## src/rtl/multiexp_pnt_scl_serdes.sv

```systemverilog
// Multi-exponentiation front end: serializes (scalar, affine point) pairs into core frames
// with Z words appended, and packs core result words into wide result beats.
module multiexp_pnt_scl_serdes #(
    parameter int                  DAT_BITS       = 256,
    parameter int                  COORD_WORDS    = 4,
    parameter int                  PNT_BEAT_WORDS = 2,
    parameter int                  RES_BEAT_WORDS = 2,
    parameter logic [DAT_BITS-1:0] CONST_ONE      = {{(DAT_BITS-1){1'b0}}, 1'b1}
) (
    input  logic                               i_clk,
    input  logic                               i_rst_n,
    input  logic                               i_start,
    input  logic [63:0]                        i_num_in,
    output logic                               o_busy,
    input  logic [DAT_BITS-1:0]                i_scl_dat,
    input  logic                               i_scl_val,
    output logic                               o_scl_rdy,
    input  logic [PNT_BEAT_WORDS*DAT_BITS-1:0] i_pnt_dat,
    input  logic                               i_pnt_val,
    output logic                               o_pnt_rdy,
    output logic [DAT_BITS-1:0]                o_ser_dat,
    output logic                               o_ser_val,
    output logic                               o_ser_sop,
    output logic                               o_ser_eop,
    output logic                               o_ser_last,
    input  logic                               i_ser_rdy,
    input  logic [DAT_BITS-1:0]                i_core_dat,
    input  logic                               i_core_val,
    output logic                               o_core_rdy,
    output logic [RES_BEAT_WORDS*DAT_BITS-1:0] o_res_dat,
    output logic                               o_res_val,
    output logic                               o_res_sop,
    output logic                               o_res_eop,
    input  logic                               i_res_rdy
);

    localparam int RES_WORDS = 3 * COORD_WORDS / 2;
    localparam int ZED_WORDS = COORD_WORDS / 2;
    localparam int CW_W      = (COORD_WORDS > 1)    ? $clog2(COORD_WORDS)    : 1;
    localparam int PB_W      = (PNT_BEAT_WORDS > 1) ? $clog2(PNT_BEAT_WORDS) : 1;
    localparam int ZW_W      = (ZED_WORDS > 1)      ? $clog2(ZED_WORDS)      : 1;
    localparam int RW_W      = (RES_WORDS > 1)      ? $clog2(RES_WORDS)      : 1;
    localparam int RB_W      = (RES_BEAT_WORDS > 1) ? $clog2(RES_BEAT_WORDS) : 1;

    typedef enum logic [1:0] {
        IDLE = 2'd0,
        SCL  = 2'd1,
        PNT  = 2'd2,
        ZED  = 2'd3
    } state_t;

    state_t            r_state;
    logic [63:0]       r_num;
    logic [63:0]       r_pnt_cnt;
    logic [CW_W-1:0]   r_word;
    logic [PB_W-1:0]   r_beat;
    logic [ZW_W-1:0]   r_zed;
    logic              r_nz;
    logic              r_inf;
    logic [RW_W-1:0]   r_res_w;
    logic [RB_W-1:0]   r_slot;

    logic                w_ld_en;
    logic [DAT_BITS-1:0] w_pnt_word;
    logic                w_beat_end;
    logic                w_last_pnt;
    logic                w_zed_end;
    logic                w_core_acc;

    assign w_ld_en    = ~o_ser_val | i_ser_rdy;
    assign w_pnt_word = i_pnt_dat[int'(r_beat)*DAT_BITS +: DAT_BITS];
    assign w_beat_end = (r_beat == PB_W'(PNT_BEAT_WORDS-1));
    assign w_last_pnt = (r_pnt_cnt == (r_num - 64'd1));
    assign w_zed_end  = (r_zed == ZW_W'(ZED_WORDS-1));

    assign o_busy     = (r_state != IDLE);
    assign o_scl_rdy  = (r_state == SCL) & w_ld_en;
    // A point beat is only released once its last word is being loaded.
    assign o_pnt_rdy  = (r_state == PNT) & w_ld_en & i_pnt_val & w_beat_end;
    assign o_core_rdy = i_rst_n & (~o_res_val | i_res_rdy);
    assign w_core_acc = i_core_val & o_core_rdy;

    // Serializer: scalar, affine words, then Z words per point.
    always_ff @(posedge i_clk or negedge i_rst_n) begin
        if (!i_rst_n) begin
            r_state    <= IDLE;
            r_num      <= 64'd0;
            r_pnt_cnt  <= 64'd0;
            r_word     <= '0;
            r_beat     <= '0;
            r_zed      <= '0;
            r_nz       <= 1'b0;
            r_inf      <= 1'b0;
            o_ser_dat  <= '0;
            o_ser_val  <= 1'b0;
            o_ser_sop  <= 1'b0;
            o_ser_eop  <= 1'b0;
            o_ser_last <= 1'b0;
        end else begin
            if (i_ser_rdy) begin
                o_ser_val <= 1'b0;
            end
            case (r_state)
                IDLE: begin
                    if (i_start && (i_num_in != 64'd0)) begin
                        r_num     <= i_num_in;
                        r_pnt_cnt <= 64'd0;
                        r_state   <= SCL;
                    end
                end
                SCL: begin
                    if (w_ld_en && i_scl_val) begin
                        o_ser_dat  <= i_scl_dat;
                        o_ser_val  <= 1'b1;
                        o_ser_sop  <= 1'b1;
                        o_ser_eop  <= 1'b0;
                        o_ser_last <= 1'b0;
                        r_word     <= '0;
                        r_beat     <= '0;
                        r_nz       <= 1'b0;
                        r_state    <= PNT;
                    end
                end
                PNT: begin
                    if (w_ld_en && i_pnt_val) begin
                        o_ser_dat  <= w_pnt_word;
                        o_ser_val  <= 1'b1;
                        o_ser_sop  <= 1'b0;
                        o_ser_eop  <= 1'b0;
                        o_ser_last <= 1'b0;
                        r_beat     <= w_beat_end ? '0 : r_beat + PB_W'(1);
                        // Infinity is decided including the final affine word.
                        if (r_word == CW_W'(COORD_WORDS-1)) begin
                            r_inf   <= ~(r_nz | (|w_pnt_word));
                            r_zed   <= '0;
                            r_state <= ZED;
                        end else begin
                            r_word  <= r_word + CW_W'(1);
                            r_nz    <= r_nz | (|w_pnt_word);
                        end
                    end
                end
                ZED: begin
                    if (w_ld_en) begin
                        o_ser_dat  <= ((r_zed == '0) && !r_inf) ? CONST_ONE : '0;
                        o_ser_val  <= 1'b1;
                        o_ser_sop  <= 1'b0;
                        o_ser_eop  <= w_zed_end;
                        o_ser_last <= w_zed_end & w_last_pnt;
                        if (w_zed_end) begin
                            if (w_last_pnt) begin
                                r_state <= IDLE;
                            end else begin
                                r_pnt_cnt <= r_pnt_cnt + 64'd1;
                                r_state   <= SCL;
                            end
                        end else begin
                            r_zed <= r_zed + ZW_W'(1);
                        end
                    end
                end
                default: r_state <= IDLE;
            endcase
        end
    end

    // Deserializer: pack core words into result beats, low slot first.
    always_ff @(posedge i_clk or negedge i_rst_n) begin
        if (!i_rst_n) begin
            r_res_w   <= '0;
            r_slot    <= '0;
            o_res_dat <= '0;
            o_res_val <= 1'b0;
            o_res_sop <= 1'b0;
            o_res_eop <= 1'b0;
        end else begin
            if (i_res_rdy) begin
                o_res_val <= 1'b0;
            end
            if (w_core_acc) begin
                o_res_dat[int'(r_slot)*DAT_BITS +: DAT_BITS] <= i_core_dat;
                if (r_slot == RB_W'(RES_BEAT_WORDS-1)) begin
                    o_res_val <= 1'b1;
                    o_res_sop <= (r_res_w == RW_W'(RES_BEAT_WORDS-1));
                    o_res_eop <= (r_res_w == RW_W'(RES_WORDS-1));
                    r_slot    <= '0;
                end else begin
                    r_slot    <= r_slot + RB_W'(1);
                end
                r_res_w <= (r_res_w == RW_W'(RES_WORDS-1)) ? '0 : r_res_w + RW_W'(1);
            end
        end
    end

endmodule

```

## config.mk

```make
export PLATFORM = sky130hd
export DESIGN_NAME = multiexp_pnt_scl_serdes
export DESIGN_NICKNAME = d
export VERILOG_FILES = /design/src/rtl/multiexp_pnt_scl_serdes.sv
export SDC_FILE = /design/constraint.sdc
export NUM_CORES = 1
export LEC_CHECK = 0
export CORE_AREA = 2 2 721 723
export DETAILED_ROUTE_END_ITERATION = 12
export DIE_AREA = 0 0 723 725
export DONT_BUFFER_PORTS = 1
export GPL_ROUTABILITY_DRIVEN = 0
export PLACE_DENSITY = 0.3
export SYNTH_ARGS = -nofsm -noshare
export SYNTH_HDL_FRONTEND = slang
export SYNTH_SLANG_ARGS = --single-unit
```

## constraint.sdc

```tcl
create_clock -name i_clk -period 5.8 [get_ports i_clk]
set_clock_uncertainty 0.1 [all_clocks]
set_input_delay 1.16 -clock i_clk [delete_from_list [all_inputs] [get_ports i_clk]]
set_output_delay 1.16 -clock i_clk [all_outputs]
set_load 0.02 [all_outputs]
```

==> results of run 1 <==
metal layers:
| metal | track usage, % | vias up | routed length [um] |
|---|---|---|---|
| li1 | - | 14190 | - |
| met1 | 17.45 | 19010 | 157600 |
| met2 | 24.16 | 2580 | 188300 |
| met3 | 8.589 | 878 | 56530 |
| met4 | 5.121 | 178 | 16700 |
| met5 | 0 | - | 1200 |
metrics by stage:
step	hold WS [ns]	std cells	cell area, um^2	worst slack, ns
final	0.2150	11030	57630	0.4512
after global routing	0.2304	10900	57320	0.4835
after CTS	0.1528	10800	57070	0.5099
after detailed placement	0.3996	10570	52550	0.5288
after global placement	0.3921	10570	52540	0.5660
after floorplan	0.3572	3801	43620	1.421
registers in the layout, summed over array words and instances (netlist names):
register,cells
o_res_dat,512
o_res_eop,1
o_res_sop,1
o_res_val,1
o_ser_dat,256
o_ser_eop,1
o_ser_last,1
o_ser_sop,1
o_ser_val,1
r_beat,1
r_inf,1
r_num,64
r_nz,1
r_pnt_cnt,64
r_res_w,3
r_slot,1
r_state,2
r_word,2
r_zed,1
cell type report:
cell class	count	share of cell area (%)
inverters	19	0.1237
multi-input cells	2612	34.31
flip-flops and latches	915	39.74
diodes	226	0.9813
clock buffers	187	6.793
well taps	6916	15.01
repair buffers	104	2.041
clock inverters	46	1.003
where the power goes:
part	internal [mW]	switching, mW	leakage [nW]	total (mW)
combinational	4.02	6.99	7.07	11.0
sequential	9.09	8.25	11.0	17.3
clock	5.06	3.67	2.20	8.73
cell usage in the layout (no fill, tap or decap), drive strengths merged, types with 21 or more instances in the layout:
| master | synthesis | layout |
|---|---|---|
| nor4 | 97 | 97 |
| nand4 | 61 | 61 |
| or3 | 41 | 41 |
| and3 | 21 | 21 |
| nor3 | 40 | 40 |
| mux2 | 777 | 777 |
| inv | 19 | 25 |
| diode | 0 | 226 |
| nor2b | 66 | 66 |
| clkbuf | 228 | 187 |
| nor3b | 65 | 65 |
| o31ai | 24 | 24 |
| nor2 | 356 | 356 |
| nand3 | 58 | 58 |
| mux2i | 67 | 67 |
| xnor2 | 72 | 72 |
| a21oi | 148 | 148 |
| dfrtp | 915 | 915 |
| or4 | 45 | 45 |
| o21ai | 159 | 159 |
| clkinv | 0 | 28 |
| nand2 | 210 | 210 |
| xor2 | 26 | 26 |
| a221oi | 148 | 148 |
| buf | 27 | 104 |
cell families (layout without fill, tap and decap cells):
kind of cell | Yosys count | after routing
compound gates | 544 | 544
mux | 844 | 844
flops | 915 | 915
simple gates | 1118 | 1118
xor+xnor | 98 | 98
buf+inv | 274 | 356
other cells | 0 | 226
fa+ha+maj | 8 | 8
worst reg2reg max path: stages, from the launching register on:
cell      delay [ns]
dfrtp_1         0.45
or4_1           0.65
or4_1           0.71
nor4_1          0.64
buf_4           0.26
nand2_1         0.13
xnor2_1         0.42
nand4_1         0.21
nor4_1          0.42
and4_2          0.72
nand3b_1        0.21
mux2_1          0.32
path summary, 6_finish.rpt:
path	from	endpoint	slack (ns)	depth (start not counted)
setup / recovery	r_num[2]$_DFFE_PN0P_	r_pnt_cnt[34]$_DFFE_PN0P_	0.45	11
hold / removal	i_rst_n	o_res_dat[340]$_DFFE_PN0P_	0.21	1
setup reg to reg	r_num[2]$_DFFE_PN0P_	r_pnt_cnt[34]$_DFFE_PN0P_	0.45	11
hold reg to reg	o_ser_dat[59]$_DFFE_PN0P_	o_ser_dat[59]$_DFFE_PN0P_	0.40	2
max in group asynchronous	i_rst_n	o_ser_dat[161]$_DFFE_PN0P_	3.13	2
min in group i_clk	i_core_dat[232]	o_res_dat[488]$_DFFE_PN0P_	0.34	1
==> metrics.md, run 1 <==
| Metric | Value |
|---|---|
| Run status | finished clean |
| Largest family of logic cells by synthesized area | multiplexers |
| Class of the tightest hold or removal check | input pin to async pin |
| Seq cells post-synth | 915 |
| Portion of synthesized cell area occupied by the leading cell type | 52.49% |
| H-tree lvl count | 4 |
| Total area of multi-input combinational cells | 19770 um^2 |
| Register area | 22900 um^2 |
| Setup TNS | 0 ns |
| Number of CTS-inserted buffers | 135 |
| Initial detailed-routing violation count | 3266 |
| Synthesized net count | 4905 |
| Die Y-Extent | 725 um |
| CP top delay family | simple AND/OR/NAND/NOR gates |
| Largest driver fanout on the critical path | 22 |
| Most numerous cell types in the synthesized netlist | dfrtp_1 (915), mux2_2 (775), nor2_1 (355) |
| Sequential share of the synthesized area | 52.49% |
| Worst ir drop on vdd | 0.2657 mV |
| CTS tree | built |
| Global-route total usage across every layer | 15.35% |
| TritonCTS sink count | 915 |
| Clock Path Buffers | 4 |
| Adder-cell share of the synthesized area | 0.2295% |
| Post-synthesis simple-gate area fraction | 13.08% |
| Number of cells produced by synthesis | 3801 |
| Kind of capture point of the worst setup path | flip-flop |
| Worst EP required | 6.42 ns |
| Per-cell via count in the routed design | 3.341 |
| Utilization after layout | 11.17% |
| Floorplan die area | 524200 um^2 |
| Reported max-cap violation count | 0 |
| Buffer count from post-CTS setup fixing | 0 |
| Most common cell in the netlist | dfrtp_1 |
| Final count of pins violating max slew | 0 |
| Row cnt | 264 |
| Share of cells above drive strength 1 | 28.92% |
| Post-route ant nets | 0 |
| Post-synth EDFFs | 0 |
| Final-report hold violation count | 0 |
| Drt total wl | 420.3 mm |
| CTS resizes | 0 |
| Horizontal die dimension | 723 um |
| Buffers added on ports | 0 |
| Top post-synthesis cells by area | dfrtp_1 (52%), mux2_2 (20%), nor2_1 (3.1%) |
| Highest Clock Rate | 0.1870 GHz |
| Avg WL per Cell | 38.12 um |
| Clk slew on worst S/H paths | 0.06 ns |
| Headroom to the max-slew limit | 0.9471% |
| Tightest Pin Transition | 1.486 ns |
| Number of fill cells in the layout | 59150 |
| # IOs | 1875 |
| Detail Placement HPWL | 365.3 mm |
| Synth warn | 0 |
| Total power consumption of the routed design | 37.08 mW |
| Mux contribution to synthesized area | 21.61% |
| Fraction of the mapped netlist area in compound gates | 8.132% |
| Largest stage delay on the critical path | 0.72 ns |
| Synth-to-layout area growth | 32.13% |
| Drt first pass iters | 6 |
| Grt ovf | 0 |
| Number of global-route vias before repair | 33990 |
| Average cell area after synthesis | 11.48 um^2 |
| Sort of element at the start of the critical path | flip-flop |
| Final worst path period need | 5.349 ns |
| CTS root buf | clkbuf_16 |
| Combined buffer and inverter count along the critical path | 1 |
| Via count | 36830 |
| CP Cell Sequence | or4_1, or4_1, nor4_1, buf_4, nand2_1, xnor2_1, nand4_1, nor4_1, and4_2, nand3b_1, mux2_1 |
| Unrepaired setup endpoints after global routing | false |
| Post-cts hold buffer count | 1 |
| FFs w/ async S/R, synth | 100.0% |
| Setup CP Type | flip-flop to flip-flop |
| Core Area | 516000 um^2 |
| Number of distinct standard cells referenced by the synthesized netlist | 70 |
| Primary FF master, synth | dfrtp_1 |
| Initial antenna violation count | 407 |
| Post-synthesis instance area | 43620 um^2 |
| Power density normalized to cell area | 643.3 nW/um^2 |
| Post-layout net count | 4891 |
| Initial cell density of the core | 8.454% |
| Share of the clock period used by the worst path after layout | 92.22% |
| Pin count of the biggest net entering global routing | 200 |
| Max stage delay cell, worst path | and4_2 |
| Arrival time reported for the critical path endpoint | 5.97 ns |
| DRC violations left | 0 |
| Clock network latency to the later pin of the worst-skew pair | 0.88 ns |
| Library cell occupying the most area in the post-synthesis netlist | dfrtp_1 |
| Count of final setup violators | 0 |
| First-pass GRT wire length | 499.7 mm |
| Static power due to leakage | 20.25 nW |
| XOR/XNOR Fraction of Synth Area | 1.968% |
No activity file was read; power rests on OpenSTA's default activity.
==> run 2: changes to the inputs <==
- CELL_PAD_IN_SITES_DETAIL_PLACEMENT: default -> 0
- CELL_PAD_IN_SITES_GLOBAL_PLACEMENT: default -> 1
==> metrics.md, run 2 (synthesis gave the netlist of run 1 again) <==
| Metric | Value |
|---|---|
| Avg WL per Cell | 36.49 um (-4.3%) |
| Cell count of the worst reg-to-reg path | 11 (unchanged) |
| Reported max-cap violation count | 0 (unchanged) |
| Portion of total power attributed to the clock network | 24.4% (+0.9 points) |
| Number of CTS-inserted buffers | 144 (+6.7%) |
| Source of the critical timing path | r_num[2]$_DFFE_PN0P_ |
| Tightest Pin Transition | 1.180 ns (-0.3056 ns) |
| Setup CP Type | flip-flop to flip-flop |
| Class of the tightest hold or removal check | input pin to async pin |
| Core Area | 516000 um^2 (unchanged) |
| Clock network latency to the later pin of the worst-skew pair | 0.89 ns (about the same) |
| Combined buffer and inverter count along the critical path | 1 (unchanged) |
| Worst r2r src | r_num[2]$_DFFE_PN0P_ |
| Kind of capture point of the worst setup path | flip-flop |
| Highest Clock Rate | 0.1972 GHz (+5.5%) |
| Pin count of the biggest net entering global routing | 229 (+14%) |
| Max FFs per register | 512 (unchanged) |
| First-pass GRT wire length | 481.8 mm (-3.6%) |
| DRC violations left | 0 (unchanged) |
| Headroom to the max-slew limit | 21.16% (+20 points) |
| Sequential share of power | 46.4% (-0.4 points) |
| Setup TNS | 0 ns (unchanged) |
| CTS resizes | 0 (unchanged) |
| # IOs | 1875 (unchanged) |
| Initial cell density of the core | 8.454% (unchanged) |
| Internal power summed over all cells | 18.39 mW (+1.2%) |
| Worst ir drop on vdd | 0.3370 mV (+27%) |
| Largest driver fanout on the critical path | 47 (+110%) |
| TritonCTS sink count | 915 (unchanged) |
| Initial detailed-routing violation count | 2607 (-20%) |
| Synth-to-layout area growth | 32.28% |
| Final count of pins violating max slew | 0 (unchanged) |
| Arrival time reported for the critical path endpoint | 5.73 ns (-0.24 ns) |
| Row cnt | 264 (unchanged) |
| Buffers added on ports | 0 (unchanged) |
| Most common cell after layout, fill and taps aside | dfrtp_1 |
| Comb power frac | 29.2% (-0.5 points) |
| Horizontal die dimension | 723 um (unchanged) |
| Buffer count from post-CTS setup fixing | 0 (unchanged) |
| Leading registers by flop count | o_res_dat: 512 flops, o_ser_dat: 256 flops |
| Per-cell via count in the routed design | 3.268 (-2.2%) |
| Max stage delay cell, worst path | or4_1 |
| Via count | 35790 (-2.8%) |
| Count of final setup violators | 0 (unchanged) |
| Detail Placement HPWL | 342.4 mm (-6.3%) |
| Floorplan die area | 524200 um^2 (unchanged) |
| CP Cell Sequence | or4_1, or4_1, nor4_4, xnor2_1, or4_1, or4b_1, nor4_1, and4_2, buf_12, o311ai_0, o31ai_1 |
| Total power consumption of the routed design | 37.08 mW (about the same) |
| Drt total wl | 399.6 mm (-4.9%) |
| Sort of element at the start of the critical path | flip-flop |
| Total area of multi-input combinational cells | 19780 um^2 (about the same) |
| Drt first pass iters | 7 (+1) |
| Die Y-Extent | 725 um (unchanged) |
| Clock Path Buffers | 4 (unchanged) |
| CTS tree | built |
| Final-report hold violation count | 0 (unchanged) |
| H-tree lvl count | 4 (unchanged) |
| CP top delay family | simple AND/OR/NAND/NOR gates |
| Worst EP required | 6.46 ns (+0.04 ns) |
| Critical Path Stages | 11 (unchanged) |
| Top cell by count, worst path | or4_1 |
| Number of fill cells in the layout | 59060 (-0.15%) |
| Final worst path period need | 5.070 ns (-0.2788 ns) |
| Static power due to leakage | 20.40 nW (+0.73%) |
| Run status | finished clean |
| Share of the clock period used by the worst path after layout | 87.41% (-4.8 points) |
| Grt ovf | 0 (unchanged) |
| Switching share of power | 50.41% (-0.58 points) |
| Share of cells above drive strength 1 | 29.15% (+0.23 points) |
| Largest stage delay on the critical path | 0.73 ns (about the same) |
| Most frequent cells in the layout | dfrtp_1 (914), mux2_2 (775), nor2_1 (352) |
| Power dissipated by switching net loads | 18.69 mW (-1.1%) |
| Most flops, register | o_res_dat |
| Unrepaired setup endpoints after global routing | false |
| Number of global-route vias before repair | 34400 (+1.2%) |
| Post-layout net count | 4913 (+0.45%) |
| Power density normalized to cell area | 642.6 nW/um^2 (-0.11%) |
| Global-route total usage across every layer | 14.62% (-0.73 points) |
| CTS root buf | clkbuf_16 |
| Initial antenna violation count | 406 (-0.25%) |
| Clk slew on worst S/H paths | 0.06 ns (about the same) |
| Register area | 22900 um^2 (unchanged) |
| Post-route ant nets | 0 (unchanged) |
-- run 2: cell type report --
class                           instances  area share [%]
Antenna cell                          121          0.5248
Clock buffer                          205           7.128
Clock inverter                         46          0.9693
Inverter                               19          0.1236
Multi-Input combinational cell       2612           34.28
Sequential cell                       915           39.69
Tap cell                             6916           15.00
Timing Repair Buffer                  117           2.286
-- run 2: path summary, 6_finish.rpt --
check / end / slack (ns)
max in group asynchronous: o_ser_dat[205]$_DFFE_PN0P_ / 2.58
hold reg to reg: o_res_eop$_DFFE_PN0P_ / 0.41
hold / removal: o_res_dat[365]$_DFFE_PN0P_ / 0.17
setup / recovery: r_pnt_cnt[3]$_DFFE_PN0P_ / 0.73
setup reg to reg: r_pnt_cnt[3]$_DFFE_PN0P_ / 0.73
min in group i_clk: r_num[23]$_DFFE_PN0P_ / 0.33
-- run 2: per-layer routing --
metal	vias to the layer above	share of wire, %	global-route usage [%]	wire length (um)
met4	198	3.7	4.265	14770
met1	18340	36	16.10	145000
met3	893	13	8.015	53340
met2	2233	46	24.07	185200
met5	-	0.34	0	1350
li1	14130	-	-	-
-- run 2: timing repair --
action | CTS | global route
endpoints found under the hold margin | 122 | 0
hold buffers | 1 | 0
setup endpoints to repair | 0 | 0
-- run 2: power by group through the flow --
stage / combinational [mW] / clock (mW) / sequential, mW
global placement: 10.9 / 0 / 17.5
global route: 11.8 / 9.67 / 17.7
finish: 10.8 / 9.05 / 17.2
floorplan: 6.75 / 0 / 13.7
detailed placement: 11.1 / 0 / 17.5
CTS: 11.2 / 9.50 / 17.4
-- run 2: per-stage QoR --
step / std cells / area, um^2 / setup WS [ns] / hold slack, ns / utilization (%)
detailed placement: 10580 / 52670 / 0.7871 / 0.4017 / 10.21
floorplan: 3801 / 43620 / 1.421 / 0.3572 / -
global placement: 10570 / 52530 / 0.7268 / 0.3939 / 10.18
CTS: 10830 / 57370 / 0.7350 / 0.1345 / 11.12
global route: 10870 / 57510 / 0.4710 / 0.1734 / 11.15
finish: 10950 / 57700 / 0.7301 / 0.1676 / 11.18
